--- src/rtl/lcd_text_writer.sv ---
// Streams ASCII bytes into a 2x16 character RAM, handling CR/LF/BS/FF control codes.
// Optional: define LCD_TEXT_WRITER_AUTOWRAP_EN to wrap the cursor to the other row after column 15.
module lcd_text_writer (
  input  logic       clk,
  input  logic       reset,
  input  logic [7:0] char_in,
  input  logic       char_valid,
  output logic       char_ready,
  output logic [4:0] waddr,
  output logic [7:0] din,
  output logic       we,
  output logic [4:0] cursor,
  output logic       busy
);

  localparam int unsigned AW = 5;
  localparam int unsigned DW = 8;
  localparam logic [DW-1:0] CH_SPACE = 8'h20;
  localparam logic [DW-1:0] CH_TILDE = 8'h7E;
  localparam logic [DW-1:0] CH_BS    = 8'h08;
  localparam logic [DW-1:0] CH_LF    = 8'h0A;
  localparam logic [DW-1:0] CH_FF    = 8'h0C;
  localparam logic [DW-1:0] CH_CR    = 8'h0D;

  typedef enum logic [1:0] {IDLE, CLR_ALL, CLR_LINE} state_t;

  state_t          r_state, w_state;
  logic [AW-1:0]   r_cnt, w_cnt;
  logic [AW-1:0]   r_cursor, w_cursor;
  logic [AW-1:0]   r_waddr, w_waddr;
  logic [DW-1:0]   r_din, w_din;
  logic            r_we, w_we;
  logic            r_ready, w_ready;
  logic            r_busy, w_busy;

  always_ff @(posedge clk) begin
    if (reset) begin
      r_state  <= CLR_ALL;
      r_cnt    <= '0;
      r_cursor <= '0;
      r_waddr  <= '0;
      r_din    <= CH_SPACE;
      r_we     <= 1'b0;
      r_ready  <= 1'b0;
      r_busy   <= 1'b1;
    end else begin
      r_state  <= w_state;
      r_cnt    <= w_cnt;
      r_cursor <= w_cursor;
      r_waddr  <= w_waddr;
      r_din    <= w_din;
      r_we     <= w_we;
      r_ready  <= w_ready;
      r_busy   <= w_busy;
    end
  end

  // Next-state, cursor update and RAM write decode.
  always_comb begin
    w_state  = r_state;
    w_cnt    = r_cnt;
    w_cursor = r_cursor;
    w_waddr  = r_waddr;
    w_din    = r_din;
    w_we     = 1'b0;
    case (r_state)
      IDLE: begin
        if (char_valid) begin
          if (char_in >= CH_SPACE && char_in <= CH_TILDE) begin
            w_we    = 1'b1;
            w_waddr = r_cursor;
            w_din   = char_in;
            if (r_cursor[3:0] != 4'hF) begin
              w_cursor = r_cursor + AW'(1);
            end
`ifdef LCD_TEXT_WRITER_AUTOWRAP_EN
            else begin
              w_cursor = {~r_cursor[4], 4'h0};
            end
`endif
          end else begin
            case (char_in)
              CH_CR: w_cursor = {r_cursor[4], 4'h0};
              CH_LF: begin
                w_cursor = {~r_cursor[4], 4'h0};
                w_cnt    = '0;
                w_state  = CLR_LINE;
              end
              CH_BS: begin
                if (r_cursor[3:0] != 4'h0) begin
                  w_cursor = r_cursor - AW'(1);
                  w_we     = 1'b1;
                  w_waddr  = r_cursor - AW'(1);
                  w_din    = CH_SPACE;
                end
              end
              CH_FF: begin
                w_cursor = '0;
                w_cnt    = '0;
                w_state  = CLR_ALL;
              end
              default: ;
            endcase
          end
        end
      end
      CLR_ALL: begin
        w_we    = 1'b1;
        w_waddr = r_cnt;
        w_din   = CH_SPACE;
        w_cnt   = r_cnt + AW'(1);
        if (r_cnt == AW'(31)) w_state = IDLE;
      end
      CLR_LINE: begin
        // Row comes from the cursor, which the LF already moved.
        w_we    = 1'b1;
        w_waddr = {r_cursor[4], r_cnt[3:0]};
        w_din   = CH_SPACE;
        w_cnt   = r_cnt + AW'(1);
        if (r_cnt[3:0] == 4'hF) w_state = IDLE;
      end
      default: begin
        w_state = CLR_ALL;
        w_cnt   = '0;
      end
    endcase
    w_ready = (w_state == IDLE);
    w_busy  = (w_state == CLR_ALL) || (w_state == CLR_LINE);
  end

  assign char_ready = r_ready;
  assign busy       = r_busy;
  assign waddr      = r_waddr;
  assign din        = r_din;
  assign we         = r_we;
  assign cursor     = r_cursor;

endmodule

--- config.mk ---
export PLATFORM = sky130hd
export DESIGN_NAME = lcd_text_writer
export DESIGN_NICKNAME = d
export VERILOG_FILES = /design/src/rtl/lcd_text_writer.sv
export SDC_FILE = /design/constraint.sdc
export NUM_CORES = 1
export LEC_CHECK = 0
export CORE_ASPECT_RATIO = 1.2
export CORE_MARGIN = 3
export CORE_UTILIZATION = 52
export DETAILED_ROUTE_END_ITERATION = 6
export HOLD_SLACK_MARGIN = 0.03
export PLACE_DENSITY = 0.8
export SLEW_MARGIN = 20
export SYNTH_ARGS = -nofsm -noshare
export SYNTH_HDL_FRONTEND = slang
export SYNTH_SLANG_ARGS = --single-unit
--- constraint.sdc ---
create_clock -name clk -period 2.5 [get_ports clk]
set_input_delay 0.25 -clock clk [delete_from_list [all_inputs] [get_ports clk]]
set_output_delay 0.25 -clock clk [all_outputs]
set_load 0.01 [all_outputs]
# Word-level counts from Yosys, hierarchy flattened
# Cells that the tools add are included.
dict set report classes {
  bitwise 1
  add_sub_neg 3
  eq_ne 19
  reduce_logical 16
  n_mux 28
  magnitude_cmp 2
}
# op count
set op_table {}
lappend op_table {{5-bit two-way mux} 9}
lappend op_table {{8-bit by 4-bit == test with 1-bit output, second input constant} 4}
lappend op_table {{8-bit two-way mux} 4}
lappend op_table {{5-bit case mux with 4 select lines} 1}
lappend op_table {{8-bit case mux with 2 select lines} 1}
lappend op_table {{5-bit case mux with 3 select lines} 1}
lappend op_table {{5-bit by 1-bit adder with 5-bit output, second input constant} 2}
lappend op_table {{5-bit case mux with 2 select lines} 1}
lappend op_table {{8-bit by 6-bit greater-or-equal comparator with 1-bit output, second input constant} 1}
lappend op_table {{8-bit by 7-bit less-or-equal comparator with 1-bit output, second input constant} 1}
lappend op_table {{2-bit two-way mux} 4}
lappend op_table {{2-bit inequality test, second input constant} 4}
lappend op_table {{4-bit AND reduction} 2}
lappend op_table {{4-bit nonzero test} 2}
lappend op_table {{3-bit inequality test, second input constant} 2}
lappend op_table {{2-bit case mux with 3 select lines} 1}
lappend op_table {{6-bit AND reduction} 1}
lappend op_table {{5-bit == test, second input constant} 1}
lappend op_table {{5-bit AND reduction} 1}
lappend op_table {{5-bit nonzero test} 1}
lappend op_table {{5-bit by 1-bit subtractor with 5-bit output, second input constant} 1}
lappend op_table {{2-bit by 1-bit == test with 1-bit output, second input constant} 2}
lappend op_table {{2-bit == test, second input constant} 2}
lappend op_table {{4-bit == test, second input constant} 1}
lappend op_table {{14 further kinds} 19}
dict set report totals {
  in_bits 11
  elab_cells 78
  output_inout_bits 21
  ff_bits 28
}

# Longest topological paths before layout
dict set report logic_depth {
  word_depth 7
  mapped_depth 10
}

# Worst setup path before layout
# Ideal clock, no wire load.
dict set report synth_path {
  path_kind {flip-flop to flip-flop}
  startpoint {register r_cnt[0]}
  endpoint {register r_busy (netlist: busy)}
  stages_incl_launch_ff 11
  setup_slack_ns 0.389
  t_arrival_ns 1.988
  required_time_ns 2.377
  setup_ns 0.123
  path_cell_list {dfxtp_1 -> ha_1 -> nand3_1 -> inv_1 -> ha_1 -> inv_1 -> a221o_1 -> a32oi_1 -> nor2b_1 -> ha_1 -> or2_2}
}
dict set report synth_between {
  elab_chain_len 5
  word_cells_on_any_way 8
  classes_between {eq/ne (4); mux (3); reduce/logical (1)}
}
# element line_no
set synth_rtl {}
lappend synth_rtl {{from (decl)} 28} ;# logic [AW-1:0] r_cnt, w_cnt;
lappend synth_rtl {{from (signal assigned)} 48} ;# r_cnt <= w_cnt;
lappend synth_rtl {{5-bit == test or 4-bit == test (tied branches)} {112, 120}}
lappend synth_rtl {{2-bit two-way mux (on tied branches)} {112, 120}}
lappend synth_rtl {{2-bit case mux with 3 select lines *} 66} ;# case (r_state)
lappend synth_rtl {{2-bit by 1-bit == test with 1-bit output or 2-bit == test (tied branches)} 128} ;# w_busy = (w_state == CLR_ALL) || (w_state == CLR_LINE);
lappend synth_rtl {{1-bit logical OR *} 128}
lappend synth_rtl {{named net w_busy} 34} ;# logic r_busy, w_busy;
lappend synth_rtl {{to (signal assigned)} 54} ;# r_busy <= w_busy;
lappend synth_rtl {{to (decl)} 34}
# Mark *: on every way through the listed nets, which the timed path passes. The rest lies on a longest branch.
# A chain may end at the register's enable or synchronous reset.

# Worst setup path after layout
dict set report layout_path {
  startpoint {register r_cnt[1]}
  endpoint {register r_busy (netlist: busy)}
}
# Same word-level chain as after synthesis.

==> flow_metrics.tcl <==
set metrics [dict create \
    ir_worst_vdd_uv 339 \
    status "finished clean" \
    syn_area_sq_um 1710 \
    fmax_ghz 0.430 \
    stdcell_count 287 \
    fin_util_pct 70.2 \
    synthCells 208 \
    yosysTopAreaCellShare_pct 32.7 \
    hold_viol_final 0 \
    initial_core_util_pct 55.0 \
    path_max_fanout 4 \
    synthArstFlopShare_pct 0 \
    dp_hpwl_um 3320 \
    syn_nets 228 \
    synth-edff-count 0 \
    drt-total-wl_um 4340 \
    worstPathArrival_ps 2550 \
    syn_area_per_cell_sq_um 8.23 \
    cts_resized 0 \
    io_pins 32 \
    die_area_sq_um 4020 \
    grt-ovfl-total 0 \
    synth.largest_area_cell "dfxtp_1" \
    clk_latency_ps 330 \
    vias_per_cell 5.83 \
    hold_class "reg2reg" \
    ant_nets 0 \
    cts_setup_buffers 0 \
    grt_usage_pct 22.3 \
    crit_chain "ha_1 > nand3_1 > inv_1 > ha_1 > inv_1 > a221o_1 > a32oi_1 > nor2b_1 > ha_1 > or2_2" \
    synth_area_leaders "dfxtp_1 33%, ha_1 6.6%, nor2_1 5.9%" \
    timing.critical_path.slowest_stage_cell "dfxtp_1" \
    core_sq_um 3110 \
    area_growth_pct 27.6 \
    fin_crit_sh_pct 92.9 \
    grt_max_degree 17 \
    cp-end-kind "flip-flop" \
    drv_slew 0 \
    die_h_um 68.9 \
    grt_pass1_wl_um 6980 \
    grt_pass1_vias 1531 \
    dp_cells 283 \
    clockRootBuffer "clkbuf_4" \
    layout_min_cycle_time_ps 2320 \
    tightest_slew_ps 564 \
    numCtsBuffers 3 \
    fin_worst_hold_slack_ps 465 \
    slew-limit-headroom_pct 62.3 \
    die_w_um 58.4 \
    setup_viol 0 \
    yosysMostFrequentCell "dfxtp_1" \
    cts_sinks 28 \
    cpMostUsedCell "ha_1" \
    htreeDepth 1 \
    path_clk_slew_ps 150 \
    io_buffer_count 31 \
    start_kind "flip-flop" \
    ys_seq_area_share_pct 32.7 \
    netlist_top_cells_count "28 x dfxtp_1, 27 x nor2_1, 18 x a21oi_1" \
    drive_gt1_share_pct 14.3 \
    first_pass_iters 4 \
    fill_cells 273 \
    drc 0 \
    antenna_found_initial 0 \
    wl_per_cell_um 15.1 \
    cts_max_path_buffers 2 \
    max_cap_viol_count 0 \
    drtIter0Drc 64 \
    power.density_nw_per_um2 439 \
    ys_warn_count 0 \
    vias 1674 \
    cts_hold_buf 0 \
    synth_ff_type "dfxtp_1" \
    rsz0062_at_grt "no" \
    insertedDiodeCount 0 \
    fp-row-count 22 \
    cp.required_ps 2730 \
    critical_path_class "reg2reg" \
    ys_seq_elements 28 \
    nNetsFinal 272 \
    synthDistinctLibCells 57 \
    p_leak_nw 0.838 \
    finClkSkew_ps 6.39 \
    slowest_delay_ps 410 \
    tritoncts "yes" \
    place_congestion 0.869 \
]
-- per-layer routing --
layer	track usage [%]	vias up	wire length (um)
met5	0	-	0
met4	6.38	0	72
li1	-	842	-
met1	28.1	774	1920
met2	39.5	48	2130
met3	2.79	10	208
-- state kept, by name (all words and copies together), names as in the netlist --
name        cells
din             8
busy            1
waddr           5
r_state         2
we              1
cursor          5
char_ready      1
r_cnt           5
-- final timing paths --
kind	to	slack [ps]	cells past startpoint	from
max reg2reg	busy	180	10	r_cnt[1]
min	din[4]	470	2	din[4]
max	busy	180	10	r_cnt[1]
min reg2reg	din[4]	470	2	din[4]
-- worst max-delay path, delay by kind of cell, from the launching register on --
family,cells,cell delay [ps]
AOI/OAI and AO/OA,2,550
adders and majority gates,3,570
buffers and inverters,2,130
DFF,1,410
and+or+nand+nor,3,570
-- through the flow --
step	setup WS [ps]	TNS (ps)	instance area, sq um	total power [mW]
floorplan	389	0	1710	0.636
global placement	47.4	0	2150	0.738
detailed placement	-14.4	-14.4	2150	0.741
CTS	173	0	2180	0.962
global route	22.2	0	2180	1.00
finish	176	0	2180	0.958
-- power by group --
part / leakage [nW] / internal [mW] / switching (mW) / total [mW]
Clock: 0.0210 / 0.0891 / 0.134 / 0.223
Sequential: 0.228 / 0.472 / 0.0184 / 0.490
Combinational: 0.590 / 0.118 / 0.127 / 0.245
Total: 0.838 / 0.679 / 0.280 / 0.958
-- cell families (layout without fill, tap and decap cells) --
logic type	after synthesis	in the layout	synth area share (%)
muxes	2	2	1.24
and+or+nand+nor	88	88	27.7
DFF	28	28	32.7
buffers and inverters	21	64	5.63
xor gates and xnor gates	2	2	1.02
adders and majority gates	9	9	6.58
AOI/OAI and AO/OA	58	58	25.1
-- cells in the final DEF, fill, tap and decap left out, types with 2 or more instances in the layout --
master           count
ha_1                 9
nand2b_1             2
nand4_1              2
clkbuf_4             3
or2_2                3
o21bai_1             3
a311oi_1             3
nand2_1             14
nor3b_1              3
buf_4               18
nor2b_1              3
nor3_1               4
a22oi_1              3
a21oi_1             18
o2111ai_1            2
nand3_1             14
o21ai_0              6
a211oi_1             4
nor2_1              27
dfxtp_1             27
and2_1               5
inv_1               10
a32oi_1              3
clkdlybuf4s50_1     31
-- cell type report --
cell class / instances / area (sq um) / area share (%)
well taps: 36 / 45.0 / 2.06
flip-flops and latches: 28 / 562 / 25.7
clock buffers: 4 / 36.3 / 1.66
repair buffers: 49 / 445 / 20.4
inverters: 11 / 41.3 / 1.89
multi-input cells: 159 / 1050 / 48.3
Note: power is estimated with default switching activity, not from simulation.
